<file path="src/rtl/sram_axi_bridge.sv">
`default_nettype none
// ============================================================================
// sram_axi_bridge : SRAM-like inst/data slave ports to single-beat AXI master.
// Macro BRIDGE_DATA_PRIO_EN gives data reads fixed priority over inst reads.
// Revision        : 1.0
// ============================================================================
module sram_axi_bridge #(
   parameter logic [3:0] INST_ID = 4'd0,
   parameter logic [3:0] DATA_ID = 4'd1
) (
   input  logic        clk,
   input  logic        resetn,
   // inst port
   input  logic        inst_req,
   input  logic [31:0] inst_addr,
   output logic [31:0] inst_rdata,
   output logic        inst_addr_ok,
   output logic        inst_data_ok,
   // data port
   input  logic        data_req,
   input  logic        data_wr,
   input  logic [3:0]  data_wstrb,
   input  logic [31:0] data_addr,
   input  logic [2:0]  data_size,
   input  logic [31:0] data_wdata,
   output logic [31:0] data_rdata,
   output logic        data_addr_ok,
   output logic        data_data_ok,
   // AXI read
   output logic [3:0]  arid,
   output logic [31:0] araddr,
   output logic [7:0]  arlen,
   output logic [2:0]  arsize,
   output logic [1:0]  arburst,
   output logic        arvalid,
   input  logic        arready,
   input  logic [3:0]  rid,
   input  logic [31:0] rdata,
   input  logic [1:0]  rresp,
   input  logic        rlast,
   input  logic        rvalid,
   output logic        rready,
   // AXI write
   output logic [3:0]  awid,
   output logic [31:0] awaddr,
   output logic [7:0]  awlen,
   output logic [2:0]  awsize,
   output logic [1:0]  awburst,
   output logic        awvalid,
   input  logic        awready,
   output logic [31:0] wdata,
   output logic [3:0]  wstrb,
   output logic        wlast,
   output logic        wvalid,
   input  logic        wready,
   input  logic [3:0]  bid,
   input  logic [1:0]  bresp,
   input  logic        bvalid,
   output logic        bready
);

   typedef enum logic [1:0] {R_IDLE = 2'd0, R_AR = 2'd1, R_R = 2'd2} r_state_t;
   typedef enum logic [1:0] {W_IDLE = 2'd0, W_REQ = 2'd1, W_B = 2'd2} w_state_t;

   r_state_t    r_state_q, r_state_d;
   w_state_t    w_state_q, w_state_d;
   logic        data_busy_q, data_busy_d;
   logic [31:0] araddr_q, araddr_d;
   logic [2:0]  arsize_q, arsize_d;
   logic [3:0]  arid_q, arid_d;
   logic [31:0] awaddr_q, awaddr_d;
   logic [2:0]  awsize_q, awsize_d;
   logic [31:0] wdata_q, wdata_d;
   logic [3:0]  wstrb_q, wstrb_d;
   logic        awvalid_q, awvalid_d;
   logic        wvalid_q, wvalid_d;

   logic data_rd_req, data_wins, data_rd_grant, data_wr_grant, inst_grant;
   logic r_hs, b_hs;
   logic unused_inputs;

   assign unused_inputs = ^{rresp, bresp, bid, rlast, data_size[2]};

   assign data_rd_req   = data_req && !data_wr && !data_busy_q && (r_state_q == R_IDLE);
   assign data_rd_grant = data_rd_req && data_wins;
   assign inst_grant    = inst_req && (r_state_q == R_IDLE) && !data_rd_grant;
   assign data_wr_grant = data_req && data_wr && !data_busy_q && (w_state_q == W_IDLE);

`ifdef BRIDGE_DATA_PRIO_EN
   assign data_wins = 1'b1;
`else
   // Round-robin: on a tie the port that was not granted last wins.
   logic last_inst_q, last_inst_d;

   assign data_wins = !inst_req || last_inst_q;

   always_comb begin
      last_inst_d = last_inst_q;
      if (data_rd_grant)
         last_inst_d = 1'b0;
      else if (inst_grant)
         last_inst_d = 1'b1;
   end

   always_ff @(posedge clk or negedge resetn) begin
      if (!resetn)
         last_inst_q <= 1'b1;
      else
         last_inst_q <= last_inst_d;
   end
`endif

   assign r_hs = rvalid && rready;
   assign b_hs = bvalid && bready;

   always_comb begin
      r_state_d = r_state_q;
      araddr_d  = araddr_q;
      arsize_d  = arsize_q;
      arid_d    = arid_q;
      case (r_state_q)
         R_IDLE: begin
            if (data_rd_grant) begin
               r_state_d = R_AR;
               araddr_d  = data_addr;
               arsize_d  = {1'b0, data_size[1:0]};
               arid_d    = DATA_ID;
            end else if (inst_grant) begin
               r_state_d = R_AR;
               araddr_d  = inst_addr;
               arsize_d  = 3'd2;
               arid_d    = INST_ID;
            end
         end
         R_AR:    if (arready) r_state_d = R_R;
         R_R:     if (rvalid)  r_state_d = R_IDLE;
         default: r_state_d = R_IDLE;
      endcase
   end

   // AW and W retire independently; leave W_REQ once both have gone.
   always_comb begin
      w_state_d = w_state_q;
      awaddr_d  = awaddr_q;
      awsize_d  = awsize_q;
      wdata_d   = wdata_q;
      wstrb_d   = wstrb_q;
      awvalid_d = awvalid_q;
      wvalid_d  = wvalid_q;
      case (w_state_q)
         W_IDLE: begin
            if (data_wr_grant) begin
               w_state_d = W_REQ;
               awaddr_d  = data_addr;
               awsize_d  = {1'b0, data_size[1:0]};
               wdata_d   = data_wdata;
               wstrb_d   = data_wstrb;
               awvalid_d = 1'b1;
               wvalid_d  = 1'b1;
            end
         end
         W_REQ: begin
            if (awready) awvalid_d = 1'b0;
            if (wready)  wvalid_d  = 1'b0;
            if ((!awvalid_q || awready) && (!wvalid_q || wready))
               w_state_d = W_B;
         end
         W_B:     if (bvalid) w_state_d = W_IDLE;
         default: w_state_d = W_IDLE;
      endcase
   end

   always_comb begin
      data_busy_d = data_busy_q;
      if (data_rd_grant || data_wr_grant)
         data_busy_d = 1'b1;
      else if (data_data_ok)
         data_busy_d = 1'b0;
   end

   always_ff @(posedge clk or negedge resetn) begin
      if (!resetn) begin
         r_state_q   <= R_IDLE;
         w_state_q   <= W_IDLE;
         data_busy_q <= 1'b0;
         araddr_q    <= 32'd0;
         arsize_q    <= 3'd0;
         arid_q      <= 4'd0;
         awaddr_q    <= 32'd0;
         awsize_q    <= 3'd0;
         wdata_q     <= 32'd0;
         wstrb_q     <= 4'd0;
         awvalid_q   <= 1'b0;
         wvalid_q    <= 1'b0;
      end else begin
         r_state_q   <= r_state_d;
         w_state_q   <= w_state_d;
         data_busy_q <= data_busy_d;
         araddr_q    <= araddr_d;
         arsize_q    <= arsize_d;
         arid_q      <= arid_d;
         awaddr_q    <= awaddr_d;
         awsize_q    <= awsize_d;
         wdata_q     <= wdata_d;
         wstrb_q     <= wstrb_d;
         awvalid_q   <= awvalid_d;
         wvalid_q    <= wvalid_d;
      end
   end

   assign inst_addr_ok = inst_grant;
   assign data_addr_ok = data_rd_grant || data_wr_grant;
   assign inst_data_ok = r_hs && (rid == INST_ID);
   assign data_data_ok = (r_hs && (rid == DATA_ID)) || b_hs;
   assign inst_rdata   = rdata;
   assign data_rdata   = rdata;

   assign arid    = arid_q;
   assign araddr  = araddr_q;
   assign arlen   = 8'd0;
   assign arsize  = arsize_q;
   assign arburst = 2'b01;
   assign arvalid = (r_state_q == R_AR);
   assign rready  = (r_state_q == R_R);

   assign awid    = DATA_ID;
   assign awaddr  = awaddr_q;
   assign awlen   = 8'd0;
   assign awsize  = awsize_q;
   assign awburst = 2'b01;
   assign awvalid = awvalid_q;
   assign wdata   = wdata_q;
   assign wstrb   = wstrb_q;
   assign wlast   = 1'b1;
   assign wvalid  = wvalid_q;
   assign bready  = (w_state_q == W_B);

endmodule
`default_nettype wire

</file>
<file path="config.mk">
export PLATFORM = sky130hd
export DESIGN_NAME = sram_axi_bridge
export DESIGN_NICKNAME = d
export VERILOG_FILES = /design/src/rtl/sram_axi_bridge.sv
export SDC_FILE = /design/constraint.sdc
export NUM_CORES = 1
export LEC_CHECK = 0
export ABC_AREA = 1
export BUFFER_PORTS_ARGS = -buffer_cell sky130_fd_sc_hd__buf_2
export CAP_MARGIN = 20
export CORE_AREA = 2 2 144 146
export DETAILED_ROUTE_END_ITERATION = 10
export DIE_AREA = 0 0 146 148
export SETUP_SLACK_MARGIN = 0.2
export SKIP_CTS_REPAIR_TIMING = 1
export SLEW_MARGIN = 10
export SYNTH_ARGS = -nofsm -noshare
export SYNTH_HDL_FRONTEND = slang
export SYNTH_SLANG_ARGS = --single-unit
export TNS_END_PERCENT = 50
</file>
<file path="constraint.sdc">
create_clock -name clk -period 1.6 [get_ports clk]
set_input_delay 0.24 -clock clk [delete_from_list [all_inputs] [get_ports clk]]
set_output_delay 0.24 -clock clk [all_outputs]
set_load 0.05 [all_outputs]
</file>
==> impl_metrics.yaml <==
power_and_ir_drop:
  power.density_cell_area_nw_per_um2: 2482
  peak_supply_drop_mv: 1.290
  p_total_mw: 18.39
  total_leakage_power_nw: 4.067
critical_path:
  cp.depth: 7
  critical_path.slowest_cell: "dfstp_2"
  end_kind: "primary output"
  critical_path.startpoint_type: "flip-flop"
  r2r-start: "r_state_q[0]"
  crit_path_max_fanout: 3
  crit_path_cell_trace: "inv_2 -> a21oi_2 -> nand2_2 -> inv_4 -> nor2_4 -> inv_4 -> buf_8"
  required_ns: 1.36
  path_buf_inv: 4
  arrival_ns: 1.52
  timing.reg2reg.setup_slack_ns: 0.10
  r2r.worst_path.cells: 8
  criticalPathCategory: "reg2out"
  crit_path_end: "data_addr_ok"
  critPathMaxStageDelay_ns: 0.53
  worstSetupStartpoint: "last_inst_q"
  timing.critical_path.mode_cell: "inv_4"
  critPathTopFamily: "flip-flops"
  regToRegEndpoint: "arsize[1]"
clock_network:
  htreeDepth: 4
  tritoncts: "done"
  tritoncts_num_sinks: 113
  cts.clk_slew.worst_paths_ns: 0.06
  clock_tree.root_cell: "clkbuf_16"
  insertion_delay_ns: 0.40
  tritoncts.num_buffers: 17
  ctsLongestPathBuffers: 2
global_route:
  number_of_global_route_vias_before_repair: 4662
  globalRouteOverflowTotal: 0
  grt_antenna_before_repair: 0
  grt_first_pass_wirelength_mm: 25.45
  globalRouteTotalUtil: 0.1512
  grt_start_max_net_pins: 57
timing:
  setup_viol: 3
  clock-skew-final_ns: 0.009544
  postLayoutSetupSlackWorst_ns: -0.1608
  slew_violations: 0
  finalCritPeriodShare: 1.100
  timing.final.crit_period_ns: 1.761
  fin_setup_tns_ns: -0.3665
  final_hold_viol_count: 0
  max_freq_mhz: 567.9
  rsz0062_at_grt: "true"
  hold-worst-slack_ns: 0.03303
floorplanning:
  die_x_um: 146
  dieArea_um2: 21610
  core_um2: 20040
  starting_utilization_of_the_core_area: 0.2715
  floorplan.die.height_um: 148
  std_cell_rows: 52
  io_pins: 366
cells_and_area:
  final_nets: 979
  ant_diodes: 0
  layout-drive-gt1-share: 0.4082
  layout.core_utilization: 0.3698
  layout.cell_area.non_filler_um2: 7410
  final_cells: 1103
  layout.cells.most_common: "nand2_1"
  most_frequent_cells_in_the_layout: "nand2_1 (224), buf_2 (221), dfrtp_1 (112), nand3_1 (104), conb_1 (30)"
  areaGrowthSynthToFinish_pct: 36.17
synth:
  syn-mean-instance-area_um2: 8.423
  ffs_latches_synth: 113
  syn-instance-count: 646
  synth_area_um2: 5441
  synth_sequential_area_ratio: 0.5199
  ys_warn_count: 0
  synth_cell_type_count: 22
placement:
  dp_slack_ns: 0.1021
  place_inst: 1061
  post-dp-hpwl_mm: 11.24
  gpl.final_weighted_congestion: 0.7899
  buffer_ports.inserted: 229
  placement.cell_area_um2: 6397
route:
  vias_per_cell: 4.364
  finalWirelength_mm: 17.71
  initialDrtViolationCount: 181
  wl_per_cell_um: 16.05
  drcViolationCount: 0
  antenna_violating_nets_post_route: 0
  detailedRoute.firstPassIterationCount: 5
  via_count: 4813
min_path:
  timing.hold.worst.start: "data_wdata[28]"
  holdCritPathClass: "in2reg"
status:
  violations: "setup timing"
  result_of_the_run: "finished with violations"
run:
  timing.max_cap.violations: 0
-- worst register-to-register path, stage by stage (launching register included) --
cell	delay, ns
dfrtp_1	0.40
inv_2	0.06
nand2_2	0.13
nor2_2	0.05
nand2_2	0.10
buf_4	0.39
nand2_1	0.11
nor2_1	0.11
nor2_1	0.04
-- final cells by class --
class | count | area, um^2
clock buffer | 20 | 456.7
clock inverter | 11 | 113.9
fill | 2113 | 12630
inverter | 17 | 85.08
multi-input combinational | 416 | 1983
sequential | 113 | 2829
tap | 270 | 337.8
timing repair buffer | 256 | 1604
-- state kept, by name, summed over array words and instances, names as in the netlist, 2 cells and up --
register   flops
awaddr        32
araddr        32
awsize         2
w_state_q      2
r_state_q      2
wdata         32
arsize         2
wstrb          4
-- power by group --
part	switching [mW]	internal, mW
combinational	7.46	2.31
clock	1.34	2.35
sequential	0.734	4.20
-- worst min-delay path by stage --
stage | to | slack, ns | cells past startpoint
floorplan | araddr[0] | -0.06 | 0
global placement | awaddr[24] | 0.17 | 1
detailed placement | awaddr[25] | 0.17 | 1
CTS | awaddr[25] | -0.27 | 1
global route | wdata[0] | 0.02 | 3
finish | wdata[28] | 0.03 | 3
-- cells in the mapped netlist --
master	instances	area, um^2
o211ai_1	1	7.510
nand2_2	1	6.260
nor2_4	1	11.26
buf_1	2	7.510
a21oi_1	2	10.01
nand3_1	132	660.6
nor2_2	1	6.260
inv_1	11	41.29
buf_2	27	135.1
conb_1	2	7.510
a22o_1	2	17.52
nand2_1	227	852.1
o21bai_1	1	7.510
dfstp_2	1	26.28
o21ai_0	2	10.01
nor2_1	15	56.30
buf_4	96	720.7
nand4_1	1	6.260
inv_2	6	22.52
clkbuf_1	1	3.750
dfrtp_1	112	2803
buf_6	2	22.52
-- cells by family after synthesis --
kind of cell	synth area share
flip-flops	0.5199
other	0.001380
AO/OA/AOI/OAI	0.009659
AND/OR/NAND/NOR	0.2939
buffers and inverters	0.1752
-- routing by layer --
metal	wire (um)	up-vias	global-route usage
met5	0	-	0
met4	418	0	0.06553
met3	1215	33	0.05154
met2	8465	216	0.2413
met1	7608	2278	0.1868
li1	-	2286	-
No activity file was read; power rests on OpenSTA's default activity.
